## src/rtl/cluster_axi_tcdm_responder.sv

```systemverilog
// AXI4 slave that turns one burst at a time into single-beat TCDM requests.
// Reads return R beats with last; each write burst ends with one B response.
module cluster_axi_tcdm_responder #(
  parameter int unsigned AXI_ADDR_WIDTH = 32,
  parameter int unsigned AXI_DATA_WIDTH = 64,
  parameter int unsigned AXI_ID_WIDTH   = 6,
  parameter int unsigned AXI_USER_WIDTH = 6,
  parameter int unsigned TCDM_SIZE      = 32'h0002_0000,
  parameter int unsigned MEM_ADDR_WIDTH = 32
) (
  input  logic                        clk_i,
  input  logic                        rst_i,
  input  logic [AXI_ADDR_WIDTH-1:0]   base_addr_i,
  input  logic [AXI_ID_WIDTH-1:0]     aw_id_i,
  input  logic [AXI_ADDR_WIDTH-1:0]   aw_addr_i,
  input  logic [7:0]                  aw_len_i,
  input  logic [2:0]                  aw_size_i,
  input  logic [1:0]                  aw_burst_i,
  input  logic                        aw_valid_i,
  output logic                        aw_ready_o,
  input  logic [AXI_DATA_WIDTH-1:0]   w_data_i,
  input  logic [AXI_DATA_WIDTH/8-1:0] w_strb_i,
  input  logic                        w_last_i,
  input  logic                        w_valid_i,
  output logic                        w_ready_o,
  output logic [AXI_ID_WIDTH-1:0]     b_id_o,
  output logic [1:0]                  b_resp_o,
  output logic [AXI_USER_WIDTH-1:0]   b_user_o,
  output logic                        b_valid_o,
  input  logic                        b_ready_i,
  input  logic [AXI_ID_WIDTH-1:0]     ar_id_i,
  input  logic [AXI_ADDR_WIDTH-1:0]   ar_addr_i,
  input  logic [7:0]                  ar_len_i,
  input  logic [2:0]                  ar_size_i,
  input  logic [1:0]                  ar_burst_i,
  input  logic                        ar_valid_i,
  output logic                        ar_ready_o,
  output logic [AXI_ID_WIDTH-1:0]     r_id_o,
  output logic [AXI_DATA_WIDTH-1:0]   r_data_o,
  output logic [1:0]                  r_resp_o,
  output logic                        r_last_o,
  output logic [AXI_USER_WIDTH-1:0]   r_user_o,
  output logic                        r_valid_o,
  input  logic                        r_ready_i,
  output logic                        mem_req_o,
  output logic [MEM_ADDR_WIDTH-1:0]   mem_add_o,
  output logic                        mem_wen_o,
  output logic [AXI_DATA_WIDTH-1:0]   mem_wdata_o,
  output logic [AXI_DATA_WIDTH/8-1:0] mem_be_o,
  input  logic                        mem_gnt_i,
  input  logic                        mem_r_valid_i,
  input  logic [AXI_DATA_WIDTH-1:0]   mem_r_rdata_i
);

  // state   | meaning
  // IDLE    | arbitrate AR/AW, latch burst on accept
  // RD_REQ  | read request held until grant
  // RD_WAIT | wait for read data (one cycle after grant)
  // RD_RESP | R beat held until r_ready
  // WR_DATA | forward W beats to memory (or drain on error)
  // WR_RESP | B response held until b_ready
  typedef enum logic [2:0] {IDLE, RD_REQ, RD_WAIT, RD_RESP, WR_DATA, WR_RESP} state_t;

  localparam int unsigned OFF_BITS = $clog2(AXI_DATA_WIDTH/8);
  localparam int unsigned EW       = AXI_ADDR_WIDTH + 16;
  localparam logic [1:0]  BURST_INCR = 2'b01;
  localparam logic [1:0]  RESP_SLVERR = 2'b10;

  state_t                    state_q, state_d;
  logic [AXI_ID_WIDTH-1:0]   id_q;
  logic [AXI_ADDR_WIDTH-1:0] offset_q;
  logic [7:0]                len_q, cnt_q;
  logic [2:0]                size_q;
  logic [1:0]                burst_q;
  logic                      err_q;
  logic                      rr_rd_q;
  logic [AXI_DATA_WIDTH-1:0] rdata_q;

  logic                      pick_rd, pick_wr;
  logic                      acc_rd, acc_wr, beat_adv, rd_cap, w_hs;
  logic [AXI_ADDR_WIDTH-1:0] acc_addr, acc_off;
  logic [7:0]                acc_len;
  logic [2:0]                acc_size;
  logic [1:0]                acc_burst;
  logic [EW-1:0]             acc_last_off;
  logic                      acc_err;
  logic                      last_beat;

  // Round-robin: the side accepted last loses the next tie.
  assign pick_rd = ar_valid_i && (!aw_valid_i || rr_rd_q);
  assign pick_wr = aw_valid_i && (!ar_valid_i || !rr_rd_q);

  assign acc_addr  = pick_rd ? ar_addr_i  : aw_addr_i;
  assign acc_len   = pick_rd ? ar_len_i   : aw_len_i;
  assign acc_size  = pick_rd ? ar_size_i  : aw_size_i;
  assign acc_burst = pick_rd ? ar_burst_i : aw_burst_i;
  assign acc_off   = acc_addr - base_addr_i;

  // Last-beat offset is computed wide so a long burst cannot wrap past the window check.
  always_comb begin
    acc_last_off = EW'(acc_off);
    if (acc_burst == BURST_INCR)
      acc_last_off = EW'(acc_off) + (EW'(acc_len) << acc_size);
  end

  assign acc_err = acc_burst[1]
                 || (acc_size > 3'(OFF_BITS))
                 || (acc_addr < base_addr_i)
                 || (acc_last_off >= EW'(TCDM_SIZE));

  assign last_beat = (cnt_q == len_q);

  always_comb begin
    state_d     = state_q;
    aw_ready_o  = 1'b0;
    ar_ready_o  = 1'b0;
    w_ready_o   = 1'b0;
    b_valid_o   = 1'b0;
    b_resp_o    = 2'b00;
    r_valid_o   = 1'b0;
    r_last_o    = 1'b0;
    r_resp_o    = 2'b00;
    mem_req_o   = 1'b0;
    mem_wen_o   = 1'b0;
    mem_wdata_o = '0;
    mem_be_o    = '0;
    acc_rd      = 1'b0;
    acc_wr      = 1'b0;
    beat_adv    = 1'b0;
    rd_cap      = 1'b0;
    w_hs        = 1'b0;
    case (state_q)
      IDLE: begin
        ar_ready_o = pick_rd && !rst_i;
        aw_ready_o = pick_wr && !rst_i;
        if (ar_ready_o) begin
          acc_rd  = 1'b1;
          state_d = acc_err ? RD_RESP : RD_REQ;
        end else if (aw_ready_o) begin
          acc_wr  = 1'b1;
          state_d = WR_DATA;
        end
      end
      RD_REQ: begin
        mem_req_o = 1'b1;
        mem_wen_o = 1'b1;
        if (mem_gnt_i) state_d = RD_WAIT;
      end
      RD_WAIT: begin
        if (mem_r_valid_i) begin
          rd_cap  = 1'b1;
          state_d = RD_RESP;
        end
      end
      RD_RESP: begin
        r_valid_o = 1'b1;
        r_last_o  = last_beat;
        r_resp_o  = err_q ? RESP_SLVERR : 2'b00;
        if (r_ready_i) begin
          if (last_beat) begin
            state_d = IDLE;
          end else begin
            beat_adv = 1'b1;
            state_d  = err_q ? RD_RESP : RD_REQ;
          end
        end
      end
      WR_DATA: begin
        if (err_q) begin
          w_ready_o = 1'b1;
        end else begin
          mem_req_o   = w_valid_i;
          mem_be_o    = w_strb_i;
          mem_wdata_o = w_data_i;
          w_ready_o   = mem_gnt_i && w_valid_i;
        end
        w_hs = w_valid_i && w_ready_o;
        if (w_hs) begin
          if (last_beat || w_last_i) state_d = WR_RESP;
          else                       beat_adv = 1'b1;
        end
      end
      WR_RESP: begin
        b_valid_o = 1'b1;
        b_resp_o  = err_q ? RESP_SLVERR : 2'b00;
        if (b_ready_i) state_d = IDLE;
      end
      default: state_d = IDLE;
    endcase
  end

  always_ff @(posedge clk_i or posedge rst_i) begin
    if (rst_i) begin
      state_q  <= IDLE;
      id_q     <= '0;
      offset_q <= '0;
      len_q    <= '0;
      cnt_q    <= '0;
      size_q   <= '0;
      burst_q  <= '0;
      err_q    <= 1'b0;
      rr_rd_q  <= 1'b1;
      rdata_q  <= '0;
    end else begin
      state_q <= state_d;
      if (acc_rd || acc_wr) begin
        id_q     <= acc_rd ? ar_id_i : aw_id_i;
        offset_q <= acc_off;
        len_q    <= acc_len;
        size_q   <= acc_size;
        burst_q  <= acc_burst;
        cnt_q    <= '0;
        err_q    <= acc_err;
        rdata_q  <= '0;
        rr_rd_q  <= acc_wr;
      end
      if (beat_adv) begin
        cnt_q <= cnt_q + 8'd1;
        if (burst_q == BURST_INCR)
          offset_q <= offset_q + (AXI_ADDR_WIDTH'(1) << size_q);
      end
      if (rd_cap) rdata_q <= mem_r_rdata_i;
      // A w_last that disagrees with the beat count marks the burst as failed.
      if (w_hs && (w_last_i != last_beat)) err_q <= 1'b1;
    end
  end

  assign mem_add_o = MEM_ADDR_WIDTH'(offset_q & ~AXI_ADDR_WIDTH'((1 << OFF_BITS) - 1));
  assign r_data_o  = rdata_q;
  assign r_id_o    = id_q;
  assign b_id_o    = id_q;
  assign r_user_o  = '0;
  assign b_user_o  = '0;

endmodule

```

## config.mk

```make
export PLATFORM = sky130hd
export DESIGN_NAME = cluster_axi_tcdm_responder
export DESIGN_NICKNAME = d
export VERILOG_FILES = /design/src/rtl/cluster_axi_tcdm_responder.sv
export SDC_FILE = /design/constraint.sdc
export NUM_CORES = 1
export LEC_CHECK = 0
export CAP_MARGIN = 10
export CORE_AREA = 2 2 188 190
export CTS_CLUSTER_DIAMETER = 50
export DETAILED_ROUTE_END_ITERATION = 7
export DIE_AREA = 0 0 190 192
export PLACE_DENSITY = 0.76
export RECOVER_POWER = 100
export SYNTH_ARGS = -nofsm -noshare
export SYNTH_HDL_FRONTEND = slang
export SYNTH_SLANG_ARGS = --single-unit
```

## constraint.sdc

```tcl
create_clock -name clk_i -period 6.4 [get_ports clk_i]
set_input_delay 0.64 -clock clk_i [delete_from_list [all_inputs] [get_ports clk_i]]
set_output_delay 0.64 -clock clk_i [all_outputs]
set_load 0.05 [all_outputs]
```

==> results of run 1 <==
flip-flops by register name (all words and copies together), names as in the netlist:
name,flops
burst_q,2
b_id_o,6
offset_q,32
cnt_q,8
r_data_o,64
err_q,1
len_q,8
state_q,3
size_q,3
rr_rd_q,1
layer usage:
layer | part of all wire, % | up-vias
met5 | 0 | -
met4 | 2.2 | 0
met3 | 6.2 | 55
met2 | 50 | 458
met1 | 42 | 5520
li1 | - | 5771
cells in the mapped netlist (6+ instances only):
cell type / n / area, µm²
dfrtp_1: 127 / 3180
nor4_1: 9 / 56.3
a211oi_1: 27 / 203
nand2_1: 219 / 822
or3_1: 6 / 37.5
ha_1: 57 / 713
o21ai_0: 124 / 621
mux2_2: 38 / 428
buf_1: 6 / 22.5
xor2_1: 22 / 193
inv_1: 68 / 255
and4_1: 6 / 52.6
a221oi_1: 7 / 61.3
a21o_1: 13 / 97.6
nor2_1: 93 / 349
nor2b_1: 17 / 106
buf_4: 54 / 405
nand3_1: 25 / 125
and2_1: 81 / 507
clkbuf_1: 63 / 236
nor3_1: 27 / 135
a31oi_1: 19 / 119
mux2i_1: 31 / 310
nand2b_1: 14 / 87.6
and3_1: 15 / 93.8
nor3b_1: 7 / 52.6
xnor2_1: 23 / 201
a21oi_1: 90 / 450
o21ai_1: 12 / 60.1
o21a_1: 8 / 60.1
o211ai_1: 16 / 120
nand4_1: 16 / 100
cell families (layout without fill, tap and decap cells):
logic type / count (synthesis) / in the layout
AOI/OAI and AO/OA: 380 / 380
xor gates and xnor gates: 45 / 45
adders and majority gates: 60 / 60
buffers and inverters: 196 / 592
DFF: 128 / 128
muxes: 69 / 69
other: 1 / 17
and+or+nand+nor: 551 / 551
path summary, 6_finish.rpt:
kind                       slack, ns                endpoint  depth (start not counted)           startpoint
max reg2reg                     0.82       err_q$_DFFE_PP0P_                         24  rr_rd_q$_DFFE_PP1N_
min                             0.49     rr_rd_q$_DFFE_PP1N_                          2  rr_rd_q$_DFFE_PP1N_
max in group asynchronous       2.21  state_q[0]$_DFFE_PP0P_                          3                rst_i
min reg2reg                     0.49     rr_rd_q$_DFFE_PP1N_                          2  rr_rd_q$_DFFE_PP1N_
min in group asynchronous       1.48    cnt_q[5]$_DFFE_PP0P_                          2                rst_i
max                             0.47       err_q$_DFFE_PP0P_                         26           aw_valid_i
report_power, final:
part           switching [W]  total [W]  internal [W]
sequential          0.000314    0.00151       0.00120
combinational        0.00308    0.00457       0.00149
clock               0.000397   0.000896      0.000500
tightest hold or removal path, delay by kind of cell, from the launching register on:
kind	cells	cell delay, ns
AND/OR/NAND/NOR	2	0.10
flip-flops	1	0.39
stage by stage:
| stage | TNS, ns | total power (W) |
|---|---|---|
| 2_1_floorplan | 0 | 0.00471 |
| 3_3_place_gp | 0 | 0.00617 |
| 3_5_place_dp | -0.231 | 0.00625 |
| 4_1_cts | 0 | 0.00718 |
| 5_1_grt | 0 | 0.00738 |
| 6_report | 0 | 0.00698 |
area by class of cell:
| cell class | count | share of cell area, % |
|---|---|---|
| timing repair buffer | 491 | 29.6 |
| inverter | 69 | 1.58 |
| clock buffer | 18 | 2.61 |
| multi-input combinational | 1122 | 42.7 |
| tap | 455 | 3.46 |
| sequential | 128 | 19.5 |
| clock inverter | 14 | 0.646 |
what timing repair did:
action,4_1_cts,5_1_grt
gates resized for setup,0,1
setup endpoints to repair,0,2
hold buffers,0,0
buffers inserted,0,3
==> key figures, run 1 <==
Layout
  • # fillers: 3,229
  • Most frequent cells in the layout: clkdlybuf4s50_1, nand2_1, dlygate4sd3_1
  • # diodes: 0
  • Final Util: 48.0%
  • Fin cells: 2,297
  • Share of post-route cells with drive strength above 1: 6.13%
  • Most common cell after layout, fill and taps aside: clkdlybuf4s50_1
  • P&R area growth vs syn: 48.3%
  • Final net count: 2,169
  • FF+latch area: 3200 µm²
  • Final Cell Area: 16,500 µm²
  • Area occupied by multi-input gates: 7030 µm²

Floorplan
  • Cell Rows: 68
  • Die Width: 190 µm
  • Die extent in y: 192 µm
  • CORE AREA: 34,300 µm²
  • Starting density of the core: 32.4%
  • Die area: 36,500 µm²
  • # IOs: 484

Logic synthesis
  • Synth Area in Compound Gates: 21.4%
  • Synth Area in XOR/XNOR: 3.55%
  • Main synth FF type: dfrtp_1
  • Post-synthesis cell type count: 79
  • Fraction of registers with async set/reset: 100%
  • Post-synthesis cell area: 11,100 µm²
  • Number of flops mapped to enable cells by yosys: 0
  • Post-Syn Area per Cell: 7.77 µm²
  • Syn. warnings: 0
  • Mux cell area share after synthesis: 6.65%
  • Largest family of logic cells by synthesized area: simple AND/OR/NAND/NOR gates
  • Synth Area in Adders: 6.96%
  • Seq cells post-synth: 128
  • Cell count after synthesis: 1,430
  • Post-Synth Simple-Gate Area: 24.0%
  • Sequential share of the synthesized area: 28.9%

Run status
  • Run status: finished with violations
  • Violated checks: max-capacitance violations, max-slew violations

Place
  • Placed cell count: 2,262
  • IO Port Bufs: 466
  • Area after DPL: 15,900 µm²
  • Post-detail-place hpwl: 34,000 µm
  • GP Congestion: 0.894
  • Pre-CTS setup slack: -0.117 ns

Global routing
  • Total gr overflow: 0
  • GRT Util Overall: 22.4%
  • Most Crowded Layer GR: met2
  • Met3 usage: 3.87%
  • GR Layer Usage met2: 39.6%
  • First-pass GRT wire length: 64,000 µm
  • Antenna violations before repair: 0
  • Met1 Use GR: 27.9%
  • Largest net degree at the start of global routing: 119
  • Vias in the first global route: 11,294

Worst setup path
  • Max FO, Critical Path: 7
  • CP max stage cell: clkdlybuf4s50_1
  • Critical path class: in2reg
  • Crit. End Element: flip-flop
  • Req. time, crit path: 6.69 ns
  • Buf/Inv on CP: 6
  • Delay-heaviest family, CP: compound AO/OA/AOI/OAI gates
  • WP data arrival: 6.22 ns
  • CP peak stage delay: 0.50 ns
  • Startpoint types: input pin

CTS
  • Clock Pin Slew Worst Setup and Hold Paths: 0.06 ns
  • Clk sink count: 128
  • Root Driver: clkbuf_16
  • H-tree depth: 4
  • CTS buffer count: 17
  • Worst skew pair latency: 0.43 ns
  • CTS tree: built
  • Clock Path Buffers: 2

Timing
  • Crit share post-route: 92.7%
  • Worst-Margin Slew: 3.15 ns
  • Number of setup violations in the final report: 0
  • RSZ-0062 raised after global routing: false
  • Final-report max-slew violation count: 249
  • Clk_skew: 0.00748 ns
  • Final Hold Slack: 0.490 ns
  • Tmin final: 5.93 ns
  • Rel. slew slack: -111%
  • Fin. Hold Viols: 0
  • Final worst slack: 0.467 ns
  • Upper clock frequency limit: 169 MHz

Pwr
  • Pwr dens: 424 nW/µm²
  • Leak: 7.27 nW
  • Max VDD drop: 0.333 mV

Drt
  • ANT nets after route: 0
  • DRT iter0 DRCs: 712
  • DR WL/cell: 18.4 µm
  • TritonRoute pass-1 iters: 5
  • Post-route DRC: 0
  • Via density: 5.14
  • Final wirelength: 42,300 µm
  • Routed vias: 11,804

Job
  • Max-capacitance violation count: 4

Worst hold path
  • Min-delay worst type: reg2reg
(Power assumes the default switching activity.)
==> run 2, diff against run 1 <==
Settings changed: GPL_ROUTABILITY_DRIVEN set to 0.
==> run 2 against run 1 <==
Net effect:
- the flow still finishes with violations (max-capacitance violations, max-slew violations)
- utilization down 0.069 points
- die area unchanged
- largest power group unchanged
- hold slack better by 0.0018 ns
- via count up 0.31%
- sequential share of layout area about the same
- critical path depth down 4
- register-to-register slack worse by 0.09 ns
- global-route usage down 0.26 points
- power up 0.53%
- first-iteration DRC count down 6.5%
- critical endpoint is now state_q[1]$_DFFE_PP0P_
==> key figures, run 2 (synthesis results as in run 1) <==
Run status
  • Run status: finished with violations (unchanged)
  • Violated checks: max-capacitance violations, max-slew violations (unchanged)

Worst setup path
  • CP Launch Point: aw_valid_i (unchanged)
  • Req. time, crit path: 6.69 ns (about the same)
  • Reg2reg start: rr_rd_q$_DFFE_PP1N_ (unchanged)
  • Startpoint types: input pin (unchanged)
  • WP data arrival: 6.36 ns (was 6.22 ns)
  • Worst r2r dst: state_q[1]$_DFFE_PP0P_ (was err_q$_DFFE_PP0P_)
  • Max FO, Critical Path: 11 (was 7)
  • Crit path capture: state_q[1]$_DFFE_PP0P_ (was err_q$_DFFE_PP0P_)
  • Critical path class: in2reg (unchanged)
  • R2R cell count: 20 (was 24)
  • Crit. End Element: flip-flop (unchanged)
  • Reg2Reg Setup Slack: 0.73 ns (was 0.82 ns)

Drt
  • Post-route DRC: 0 (unchanged)
  • Final wirelength: 41,600 µm (was 42,300 µm)
  • Routed vias: 11,841 (was 11,804)
  • TritonRoute pass-1 iters: 5 (unchanged)
  • ANT nets after route: 0 (unchanged)
  • DR WL/cell: 18.2 µm (was 18.4 µm)
  • Via density: 5.17 (was 5.14)
  • DRT iter0 DRCs: 666 (was 712)

Timing
  • Tmin final: 6.07 ns (was 5.93 ns)
  • Upper clock frequency limit: 165 MHz (was 169 MHz)
  • Crit share post-route: 94.8% (was 92.7%)
  • Fin. Hold Viols: 0 (unchanged)
  • Final-report max-slew violation count: 250 (was 249)
  • Clk_skew: 0.00884 ns (was 0.00748 ns)
  • Worst-Margin Slew: 3.17 ns (was 3.15 ns)
  • Final worst slack: 0.333 ns (was 0.467 ns)
  • Final Hold Slack: 0.492 ns (was 0.490 ns)
  • Number of setup violations in the final report: 0 (unchanged)
  • Rel. slew slack: -112% (was -111%)
  • RSZ-0062 raised after global routing: false (unchanged)

Place
  • Placed cell count: 2,258 (was 2,262)
  • Post-detail-place hpwl: 33,600 µm (was 34,000 µm)
  • IO Port Bufs: 466 (unchanged)
  • Pre-CTS setup slack: -0.127 ns (was -0.117 ns)

Pwr
  • Design Power: 0.00701 W (was 0.00698 W)
  • Pwr dens: 426 nW/µm² (was 424 nW/µm²)
  • Max VDD drop: 0.279 mV (was 0.333 mV)
  • Leak: 7.24 nW (was 7.27 nW)

Layout
  • # fillers: 3,242 (was 3,229)
  • # diodes: 0 (unchanged)
  • Most common cell after layout, fill and taps aside: clkdlybuf4s50_1 (unchanged)
  • Most frequent cells in the layout: clkdlybuf4s50_1, nand2_1, dlygate4sd3_1 (unchanged)
  • Final net count: 2,162 (was 2,169)
  • P&R area growth vs syn: 48.1% (was 48.3%)
  • Share of post-route cells with drive strength above 1: 5.83% (was 6.13%)
  • Fin cells: 2,289 (was 2,297)
  • Max FFs per register: 64 (unchanged)

CTS
  • CTS tree: built (unchanged)
  • Root Driver: clkbuf_16 (unchanged)
  • H-tree depth: 4 (unchanged)
  • Clk sink count: 128 (unchanged)
  • CTS buffer count: 17 (unchanged)
  • Clock Pin Slew Worst Setup and Hold Paths: 0.06 ns (about the same)
  • Setup bufs post-CTS: 0 (unchanged)
  • # hold bufs at CTS: 0 (unchanged)
  • Worst skew pair latency: 0.43 ns (about the same)
  • Clock Path Buffers: 2 (unchanged)

Floorplan
  • Die Width: 190 µm (unchanged)
  • CORE AREA: 34,300 µm² (unchanged)
  • Die extent in y: 192 µm (unchanged)
  • Cell Rows: 68 (unchanged)
  • Die area: 36,500 µm² (unchanged)
  • Starting density of the core: 32.4% (unchanged)
  • # IOs: 484 (unchanged)

Worst hold path
  • Min-delay worst type: reg2reg (unchanged)
  • Hold Crit Start: rr_rd_q$_DFFE_PP1N_ (unchanged)

Global routing
  • First-pass GRT wire length: 63,100 µm (was 64,000 µm)
  • Total gr overflow: 0 (unchanged)
  • Antenna violations before repair: 0 (unchanged)
  • Largest net degree at the start of global routing: 119 (unchanged)
  • GRT Util Overall: 22.1% (was 22.4%)
  • Vias in the first global route: 11,106 (was 11,294)

Job
  • Max-capacitance violation count: 4 (unchanged)
[run 2: how the worst min path moves through the flow]
stage	endpoint	slack [ns]	depth (start not counted)
after floorplan	rr_rd_q$_DFFE_PP1N_	0.45	2
after global placement	rr_rd_q$_DFFE_PP1N_	0.48	2
after detailed placement	rr_rd_q$_DFFE_PP1N_	0.49	2
after CTS	rr_rd_q$_DFFE_PP1N_	0.50	2
after global routing	rr_rd_q$_DFFE_PP1N_	0.52	2
final	rr_rd_q$_DFFE_PP1N_	0.49	2
[run 2: worst max-delay path: stages]
cell and delay (ns):
clkdlybuf4s50_1 0.51, inv_1 0.08, o21ai_4 0.34, buf_4 0.27, mux2_2 0.36, ha_1 0.40
o21ai_0 0.15, a211oi_1 0.37, o21ai_1 0.17, nor2b_1 0.17, xnor2_1 0.17, ha_1 0.33
nand4_1 0.12, a221oi_1 0.25, or3_1 0.15, and4_1 0.29, nand3b_1 0.12, or3_4 0.37
a2111o_1 0.40, o2bb2ai_1 0.13, nor4_2 0.46, o21ai_1 0.10
[run 2: timing repair]
item / 4_1_cts / 5_1_grt
endpoints found under the setup margin: 0 / 2
gates resized for setup: 0 / 1
endpoints found under the hold margin: 0 / 0
[run 2: metrics by stage]
stage | setup TNS [ns] | instance area, µm² | util (%)
2_1_floorplan | 0 | 11200 | -
3_5_place_dp | -0.248 | 15900 | 46.4
5_1_grt | 0 | 16400 | 48.0
4_1_cts | 0 | 16500 | 48.0
3_3_place_gp | 0 | 15900 | 46.4
6_report | 0 | 16400 | 48.0
[run 2: final cells by class]
cell class / count / area [µm²] / area share (%)
flip-flops and latches: 128 / 3200 / 19.5
multi-input cells: 1122 / 7030 / 42.7
well taps: 455 / 569 / 3.46
clock buffers: 19 / 443 / 2.69
repair buffers: 484 / 4810 / 29.2
inverters: 69 / 260 / 1.58
clock inverters: 12 / 135 / 0.822
[run 2: report_power, final]
group | internal [W] | switching, W
Sequential | 0.00120 | 0.000317
Combinational | 0.00147 | 0.00306
Clock | 0.000583 | 0.000383
Total | 0.00325 | 0.00376
[run 2: per-layer routing]
layer / wire [µm] / track usage (%) / vias up
met5: 0 / 0 / -
met4: 928 / 6.59 / 0
met3: 2560 / 3.76 / 50
met2: 20600 / 38.7 / 473
met1: 17500 / 27.9 / 5580
li1: - / - / 5738
